`src/rtl/rx_word_aligner_if.sv`:
```
// Serial receive bus for the word aligner: the line side (RX/BIT_EN) and the
// aligned-symbol side (DATA_OUT and its status flags).
//
// Handshake: BIT_EN is a pure valid qualifier. RX is consumed at every rising
// CLK edge where BIT_EN is high. There is no ready; the aligner can always take
// a bit. DATA_VALID is a one-cycle strobe that marks DATA_OUT as new. The sink
// has no way to stall it, so it must capture the word in that cycle.
interface rx_word_aligner_if;
   logic       RX;
   logic       BIT_EN;
   logic [9:0] DATA_OUT;
   logic       DATA_VALID;
   logic       IS_COMMA;
   logic       LOCK;
   logic       SYNC_ERR;
   logic       STATE_DBG;   // current FSM state (0 = HUNT, 1 = LOCKED)

   modport slave (
      input  RX, BIT_EN,
      output DATA_OUT, DATA_VALID, IS_COMMA, LOCK, SYNC_ERR, STATE_DBG
   );

   modport master (
      output RX, BIT_EN,
      input  DATA_OUT, DATA_VALID, IS_COMMA, LOCK, SYNC_ERR, STATE_DBG
   );
endinterface

```
`src/rtl/rx_word_aligner.sv`:
```
// 8b/10b receive word aligner. It hunts for a K28.5 comma of either polarity
// and then frames the serial stream into 10-bit symbols at that boundary.
// Alignment is dropped only after MIS_LIMIT consecutive commas arrive off the
// established boundary. Non-comma words in between do not reset that count.
module rx_word_aligner #(
   parameter logic [9:0] COMMA_P   = 10'b0011111010,
   parameter logic [9:0] COMMA_N   = 10'b1100000101,
   parameter int         MIS_LIMIT = 2
) (
   input  logic              CLK,
   input  logic              reset,
   rx_word_aligner_if.slave  bus
);

   typedef enum logic {
      ST_HUNT   = 1'b0,
      ST_LOCKED = 1'b1
   } state_t;

   localparam logic [3:0] LP_LIMIT   = 4'(MIS_LIMIT);
   localparam logic [3:0] LP_LAST_BIT = 4'd9;

   state_t     r_state;
   state_t     w_state_nxt;
   logic [9:0] r_win;
   logic [9:0] w_win_nxt;
   logic       w_match;
   logic       w_word_end;
   logic       w_mis_hit;
   logic [3:0] r_cnt;
   logic [3:0] w_cnt_nxt;
   logic [2:0] r_mcnt;
   logic [2:0] w_mcnt_nxt;
   logic [9:0] r_dout;
   logic [9:0] w_dout_nxt;
   logic       r_dv;
   logic       w_dv_nxt;
   logic       r_ic;
   logic       w_ic_nxt;
   logic       r_se;
   logic       w_se_nxt;

   // The comma is checked on the window as it will look after this bit.
   // This lets a match act at the same edge that completes it.
   assign w_win_nxt  = {r_win[8:0], bus.RX};
   assign w_match    = (w_win_nxt == COMMA_P) || (w_win_nxt == COMMA_N);
   assign w_word_end = (r_cnt == LP_LAST_BIT);
   // This misaligned comma would be the one that reaches the limit.
   assign w_mis_hit  = (({1'b0, r_mcnt} + 4'd1) == LP_LIMIT);

   // State register; reset overrides any bit presented in the same cycle
   always_ff @(posedge CLK) begin
      if (reset) r_state <= ST_HUNT;
      else       r_state <= w_state_nxt;
   end

   // Next state: lock on any comma, unlock on the limiting misaligned comma
   always_comb begin
      w_state_nxt = r_state;
      if (bus.BIT_EN) begin
         case (r_state)
            ST_HUNT: begin
               if (w_match) w_state_nxt = ST_LOCKED;
            end
            ST_LOCKED: begin
               if (!w_word_end && w_match && w_mis_hit) w_state_nxt = ST_HUNT;
            end
            default: w_state_nxt = ST_HUNT;
         endcase
      end
   end

   // Outputs and counters: word emission, bit position and misalign tracking
   always_comb begin
      w_cnt_nxt  = r_cnt;
      w_mcnt_nxt = r_mcnt;
      w_dout_nxt = r_dout;
      w_dv_nxt   = 1'b0;
      w_ic_nxt   = 1'b0;
      w_se_nxt   = 1'b0;
      if (bus.BIT_EN) begin
         case (r_state)
            ST_HUNT: begin
               // The completing comma is the first word at the new boundary
               if (w_match) begin
                  w_dout_nxt = w_win_nxt;
                  w_dv_nxt   = 1'b1;
                  w_ic_nxt   = 1'b1;
                  w_cnt_nxt  = 4'd0;
                  w_mcnt_nxt = 3'd0;
               end
            end
            ST_LOCKED: begin
               if (w_word_end) begin
                  w_dout_nxt = w_win_nxt;
                  w_dv_nxt   = 1'b1;
                  w_ic_nxt   = w_match;
                  w_cnt_nxt  = 4'd0;
                  if (w_match) w_mcnt_nxt = 3'd0;
               end else if (w_match && w_mis_hit) begin
                  // Lost lock. Drop this comma; the next one realigns.
                  w_se_nxt   = 1'b1;
                  w_cnt_nxt  = 4'd0;
                  w_mcnt_nxt = 3'd0;
               end else begin
                  // Tolerated misaligned comma: keep framing at the old boundary
                  w_cnt_nxt = r_cnt + 4'd1;
                  if (w_match) w_mcnt_nxt = r_mcnt + 3'd1;
               end
            end
            default: begin
               w_cnt_nxt  = 4'd0;
               w_mcnt_nxt = 3'd0;
            end
         endcase
      end
   end

   // Datapath registers: shift window, counters and registered outputs
   always_ff @(posedge CLK) begin
      if (reset) begin
         r_win  <= 10'd0;
         r_cnt  <= 4'd0;
         r_mcnt <= 3'd0;
         r_dout <= 10'd0;
         r_dv   <= 1'b0;
         r_ic   <= 1'b0;
         r_se   <= 1'b0;
      end else begin
         if (bus.BIT_EN) r_win <= w_win_nxt;
         r_cnt  <= w_cnt_nxt;
         r_mcnt <= w_mcnt_nxt;
         r_dout <= w_dout_nxt;
         r_dv   <= w_dv_nxt;
         r_ic   <= w_ic_nxt;
         r_se   <= w_se_nxt;
      end
   end

   assign bus.DATA_OUT   = r_dout;
   assign bus.DATA_VALID = r_dv;
   assign bus.IS_COMMA   = r_ic;
   assign bus.SYNC_ERR   = r_se;
   assign bus.LOCK       = (r_state == ST_LOCKED);
   assign bus.STATE_DBG  = r_state;

endmodule

```
`src/flat_wrapper.sv`:
```
// flat-port wrapper written by rule: the top's interface ports become plain ports
module rx_word_aligner_flat 
#(
   parameter logic [9:0] COMMA_P   = 10'b0011111010,
   parameter logic [9:0] COMMA_N   = 10'b1100000101,
   parameter int         MIS_LIMIT = 2
)
  (CLK, reset, bus_RX, bus_BIT_EN, bus_DATA_OUT, bus_DATA_VALID, bus_IS_COMMA, bus_LOCK, bus_SYNC_ERR, bus_STATE_DBG);
  rx_word_aligner_if bus_i ();
  input  logic CLK;
  input  logic reset;
  input wire logic [$bits(bus_i.RX)-1:0] bus_RX;
  input wire logic [$bits(bus_i.BIT_EN)-1:0] bus_BIT_EN;
  output wire logic [$bits(bus_i.DATA_OUT)-1:0] bus_DATA_OUT;
  output wire logic [$bits(bus_i.DATA_VALID)-1:0] bus_DATA_VALID;
  output wire logic [$bits(bus_i.IS_COMMA)-1:0] bus_IS_COMMA;
  output wire logic [$bits(bus_i.LOCK)-1:0] bus_LOCK;
  output wire logic [$bits(bus_i.SYNC_ERR)-1:0] bus_SYNC_ERR;
  output wire logic [$bits(bus_i.STATE_DBG)-1:0] bus_STATE_DBG;
  assign bus_i.RX = bus_RX;
  assign bus_i.BIT_EN = bus_BIT_EN;
  assign bus_DATA_OUT = bus_i.DATA_OUT;
  assign bus_DATA_VALID = bus_i.DATA_VALID;
  assign bus_IS_COMMA = bus_i.IS_COMMA;
  assign bus_LOCK = bus_i.LOCK;
  assign bus_SYNC_ERR = bus_i.SYNC_ERR;
  assign bus_STATE_DBG = bus_i.STATE_DBG;
  rx_word_aligner #(.COMMA_P(COMMA_P), .COMMA_N(COMMA_N), .MIS_LIMIT(MIS_LIMIT)) u_core (.CLK(CLK), .reset(reset), .bus(bus_i));
endmodule
```
`config.mk`:
```
export PLATFORM = sky130hd
export DESIGN_NAME = rx_word_aligner_flat
export DESIGN_NICKNAME = d
export VERILOG_FILES = /design/src/rtl/rx_word_aligner_if.sv /design/src/rtl/rx_word_aligner.sv /design/src/flat_wrapper.sv
export SDC_FILE = /design/constraint.sdc
export NUM_CORES = 1
export LEC_CHECK = 0
export CAP_MARGIN = 20
export CORE_AREA = 5 5 46 78
export DETAILED_ROUTE_END_ITERATION = 10
export DIE_AREA = 0 0 51 83
export GPL_ROUTABILITY_DRIVEN = 0
export MAX_ROUTING_LAYER = met4
export PLACE_DENSITY = 0.71
export REMOVE_ABC_BUFFERS = 1
export SETUP_SLACK_MARGIN = 0.2
export SLEW_MARGIN = 20
export SYNTH_ARGS = -nofsm -noshare
export SYNTH_HDL_FRONTEND = slang
export SYNTH_SLANG_ARGS = --single-unit
```
`constraint.sdc`:
```
create_clock -name CLK -period 2.7 [get_ports CLK]
set_input_delay 0.54 -clock CLK [delete_from_list [all_inputs] [get_ports CLK]]
set_output_delay 0.54 -clock CLK [all_outputs]
set_load 0.01 [all_outputs]
```
; Word level (Yosys, flattened, before mapping)
; Cells that the tools add are included.
[totals]
out_inout_bits = 15
inputBits = 4
regBits = 30
elab_cells = 50
[classes]
reduce_logical = 10
addsub = 3
n_bitwise = 2
eq_ne = 7
n_mux = 20
[ops]
columns = op, count
row1 = $mux 10, 2
row2 = $pmux 10 s2, 1
row3 = $mux 3, 4
row4 = $mux 4, 3
row5 = $eq 10x10->1 const B, 1
row6 = $eq 10x8->1 const B, 1
row7 = $pmux 4 s2, 1
row8 = $pmux 1 s2, 3
row9 = $pmux 3 s2, 1
row10 = $mux 1, 5
row11 = $add 3x1->4 const B, 1
row12 = $add 4x1->4 const B, 1
row13 = $eq 4x2->1 const B, 1
row14 = $eq 4x4->1 const B, 1
row15 = $ne 4x4->1 const B, 1
row16 = $reduce_and 2->1, 2
row17 = $reduce_or 4->1, 1
row18 = $add 3x1->3 const B, 1
row19 = $logic_and 1x1->1, 3
row20 = $reduce_and 3->1, 1
row21 = $ne 2x1->1 const B, 1
row22 = $ne 2x2->1 const B, 1
row23 = $not 1->1, 2
row24 = $reduce_or 2->1, 1
row25 = 2 further kinds, 2

; Longest topological paths before layout
[logic_depth]
word_depth = 6
ltp_mapped = 8
depth_no_buf = 7

; Least setup slack after synthesis
; Ideal clock, no wire load.
[synth_timing]
kind = reg-to-reg
startpoint = register u_core.r_win[3]
endpoint = register u_core.r_mcnt[1]
arrival_ns = 1.813
period_less_slack_ns = 1.883
setup_slack_ns = 0.817
path_stages_with_launch = 6
cell_sequence = dfxtp_1 -> or4_4 -> nor4b_4 -> o21ai_2 -> or4_1 -> a21oi_1
[synth_via]
elab_chain_len = 6
elab_cells_between_ends = 10
[synth_lines]
columns = item, line
row1 = start: declaration, rx_word_aligner.sv:25  ; logic [9:0] r_win;
row2 = start signal: assignment, rx_word_aligner.sv:130  ; if (bus.BIT_EN) r_win <= w_win_nxt;
row3 = $eq 10x8->1 / $eq 10x10->1 (equally long branches), rx_word_aligner.sv:46  ; assign w_match = (w_win_nxt == COMMA_P) || (w_win_nxt == COMMA_N);
row4 = $logic_or 1x1->1 *, rx_word_aligner.sv:46
row5 = $logic_and 1x1->1, rx_word_aligner.sv:100  ; end else if (w_match && w_mis_hit) begin
row6 = $mux 3, rx_word_aligner.sv:100
row7 = $mux 3, rx_word_aligner.sv:94  ; if (w_word_end) begin
row8 = $pmux 3 s2, rx_word_aligner.sv:82  ; case (r_state)
row9 = end signal: assignment, rx_word_aligner.sv:132  ; r_mcnt <= w_mcnt_nxt;
row10 = end: declaration, rx_word_aligner.sv:32  ; logic [2:0] r_mcnt;
; Mark *: on every way between the ends. The rest lies on a longest branch, timed or not.
; A chain may end at the register's enable or synchronous reset.

; Final worst setup path
[layout_timing]
startpoint = input bus_RX
endpoint = register u_core.r_cnt[0]
[layout_via]
elab_chain_len = 6
elab_cells_between_ends = 9
[layout_lines]
columns = item, line
row1 = start: declaration, flat_wrapper.sv:12  ; input wire logic [$bits(bus_i.RX)-1:0] bus_RX;
row2 = $eq 10x8->1 / $eq 10x10->1 (equally long branches), rx_word_aligner.sv:46
row3 = $logic_or 1x1->1 *, rx_word_aligner.sv:46
row4 = $logic_and 1x1->1, rx_word_aligner.sv:100
row5 = $mux 4, rx_word_aligner.sv:100
row6 = $mux 4, rx_word_aligner.sv:94
row7 = $pmux 4 s2, rx_word_aligner.sv:82
row8 = end signal: assignment, rx_word_aligner.sv:131  ; r_cnt <= w_cnt_nxt;
row9 = end: declaration, rx_word_aligner.sv:30  ; logic [3:0] r_cnt;
; Marked as above.

==> run metrics <==
Post-Layout Cell Count 183; Sum Neg Setup Slack 0 ns; Clock Tree Buf Depth 2; Top delay family on crit path simple AND/OR/NAND/NOR gates; FFs w/ async S/R, synth 0%; drt pass-1 iters 4; Post-Place Setup Slack 0.2191 ns; Post-CTS Setup Repair Bufs 0; die area 4233 sq um; num ports 19; period utilization 81.74%; Peak VDD IR 0.4103 mV; outcome finished clean; Routed Antenna Nets 0; pwr dens 548.8 nW/um^2; Clock Latency Late Sink 0.28 ns; Vias/cell 5.645; Hold Crit Depth 2; Clock Skews 0.005764 ns; fmax 453.1 MHz; post-synthesis cell type count 37; Worst Path Required 2.87 ns; cell count after synthesis 131; RSZ-0062 raised after global routing false; Placed Cells 175; total power 894.7 uW; Worst path slowest cell clkdlybuf4s50_1; Final Hold Viols 0; Ys Warns 0; FF+latch count, synth 30; Die Y 83 microns; Die Wd 51 microns; vias in the first global route 1026; ys flop type dfxtp_1; min cycle time layout 2.207 ns; Worst Tran Pin Value 0.4898 ns; critical-path cell list clkdlybuf4s50_1, nand4b_1, nor4b_4, o221ai_1, and2_1, mux2_2; total grt overflow 0; clock sink total 30; Initial DRC Count 17; Area Growth Syn to Fin 24.93%; Hold EP u_core.bus.DATA_OUT[3]; setup slack after layout 0.4931 ns; DRC 0; worst rel slew slack 67.07%; R2R setup slack 0.61 ns; first-pass GRT wire length 4616 microns; max-cap viol count 0; NumNets Final 162; vias 1033; Hold/Removal Path Class reg -> reg; Site Rows 26; mapped cell area 1305 sq um; CTS tree built; reg2reg end u_core.r_cnt[0]; Hold Buf Count CTS 0; fin util 56.31%; post-CTS resize count 0; Antenna Cells 0; fraction of layout cells with a size suffix above 1 10.97%; FF-to-FF path depth 5; CP peak stage delay 0.53 ns; Reg-to-Reg Start u_core.r_win[3]; initial antenna violation count 0; DP Wirelength 1912 microns; Overall Global Routing Usage 14.65%; initial core utilization 45.07%; Max Fanout on Critical Path 5; DR WL/cell 14.27 microns; Fillers 257; number of enable flip-flop cells after synthesis 0; crit path launch type input port; largest net degree at the start of global routing 17; CP Class in -> reg; Num CTS Buffers 5; # H-tree levels 2; Worst-path clk slew 0.06 ns; CTS root buffer clkbuf_8; Routed WL 2611 microns; commonest non-fill, non-tap cell in the layout dfxtp_1; Port-buffer cells 18; Leakage 0.6490 nW; hold path startpoint u_core.bus.DATA_OUT[3]; Core ar. 2895 sq um; # setup viols final 0; Data arrival, critical path 2.38 ns; WP buf/inv 1; Pins Over Slew Limit 0; Syn Area/Cell 9.962 sq um; most frequent cells in the layout dfxtp_1, nor2_1, mux2i_1; CP Capture Type register; sequential share of the synthesized area 46.02%
## synthesized netlist by cell type, drive strengths merged (2+ instances only)
master / count / area share [%]
o21ai: 3 / 1.4
nor2b: 3 / 1.4
and2: 3 / 1.4
nand2: 4 / 1.2
nor2: 23 / 6.6
inv: 3 / 0.86
mux2i: 19 / 15
or4: 2 / 1.4
or3: 2 / 0.96
nor3: 4 / 1.5
ha: 4 / 3.8
a21oi: 5 / 1.9
dfxtp: 30 / 46
buf: 5 / 2.0
o211ai: 2 / 1.2
## per-stage QoR
| stage | hold slack [ns] | area (sq um) |
|---|---|---|
| 2_1_floorplan | 0.4553 | 1275 |
| 3_3_place_gp | 0.4735 | 1520 |
| 3_5_place_dp | 0.4844 | 1520 |
| 4_1_cts | 0.4939 | 1630 |
| 5_1_grt | 0.5303 | 1630 |
| 6_report | 0.4952 | 1630 |
## power breakdown
part	internal (mW)	total, mW	switching (mW)
logic	0.0126	0.0275	0.0149
clock network	0.257	0.420	0.163
registers	0.444	0.447	0.00235
total	0.714	0.895	0.181
## routing by layer
layer  up-vias  global-route usage (%)  wire length, microns
li1        509                       -                     -
met1       486                   15.58                  1024
met2        28                   22.33                  1367
met3        10                   4.480                   106
met4         0                   10.54                   112
met5         -                       -                     0
## flip-flops by register name, indices dropped and copies added, names as in the netlist
signal / cells
u_core.bus.LOCK: 1
u_core.bus.SYNC_ERR: 1
u_core.bus.IS_COMMA: 1
u_core.r_mcnt: 3
u_core.r_win: 9
u_core.bus.DATA_OUT: 10
u_core.bus.DATA_VALID: 1
u_core.r_cnt: 4
## worst reg2reg max path: stages (launching register included)
cell and delay, ns:
dfxtp_1 0.35, or4_4 0.56, nor4b_4 0.33, o221ai_1 0.25, and2_1 0.23, mux2_2 0.26
## cells by family after synthesis
family	share of synthesized area (%)
DFF	46.02
and+or+nand+nor	22.24
muxes	15.44
adders and majority gates	3.835
AOI/OAI and AO/OA	9.300
buffers and inverters	3.163
## worst max-delay path by stage
stage / cells past startpoint / startpoint / slack (ns) / to
5_1_grt: 6 / bus_RX / 0.43 / u_core.r_cnt[0]
6_report: 6 / bus_RX / 0.49 / u_core.r_cnt[0]
3_3_place_gp: 6 / bus_RX / 0.31 / u_core.r_cnt[0]
3_5_place_dp: 6 / bus_RX / 0.22 / u_core.r_cnt[0]
2_1_floorplan: 5 / u_core.r_win[3] / 0.66 / u_core.bus.DATA_OUT[0]
4_1_cts: 6 / bus_RX / 0.48 / u_core.r_cnt[0]
## cell type report
| class | instances | area, sq um | share of cell area [%] |
|---|---|---|---|
| Inverter | 3 | 11.26 | 0.6907 |
| Tap cell | 28 | 35.03 | 2.149 |
| Sequential cell | 30 | 600.6 | 36.84 |
| Timing Repair Buffer | 22 | 210.2 | 12.89 |
| Clock buffer | 8 | 110.1 | 6.754 |
| Multi-Input combinational cell | 92 | 663.1 | 40.68 |
(Power assumes the default switching activity.)
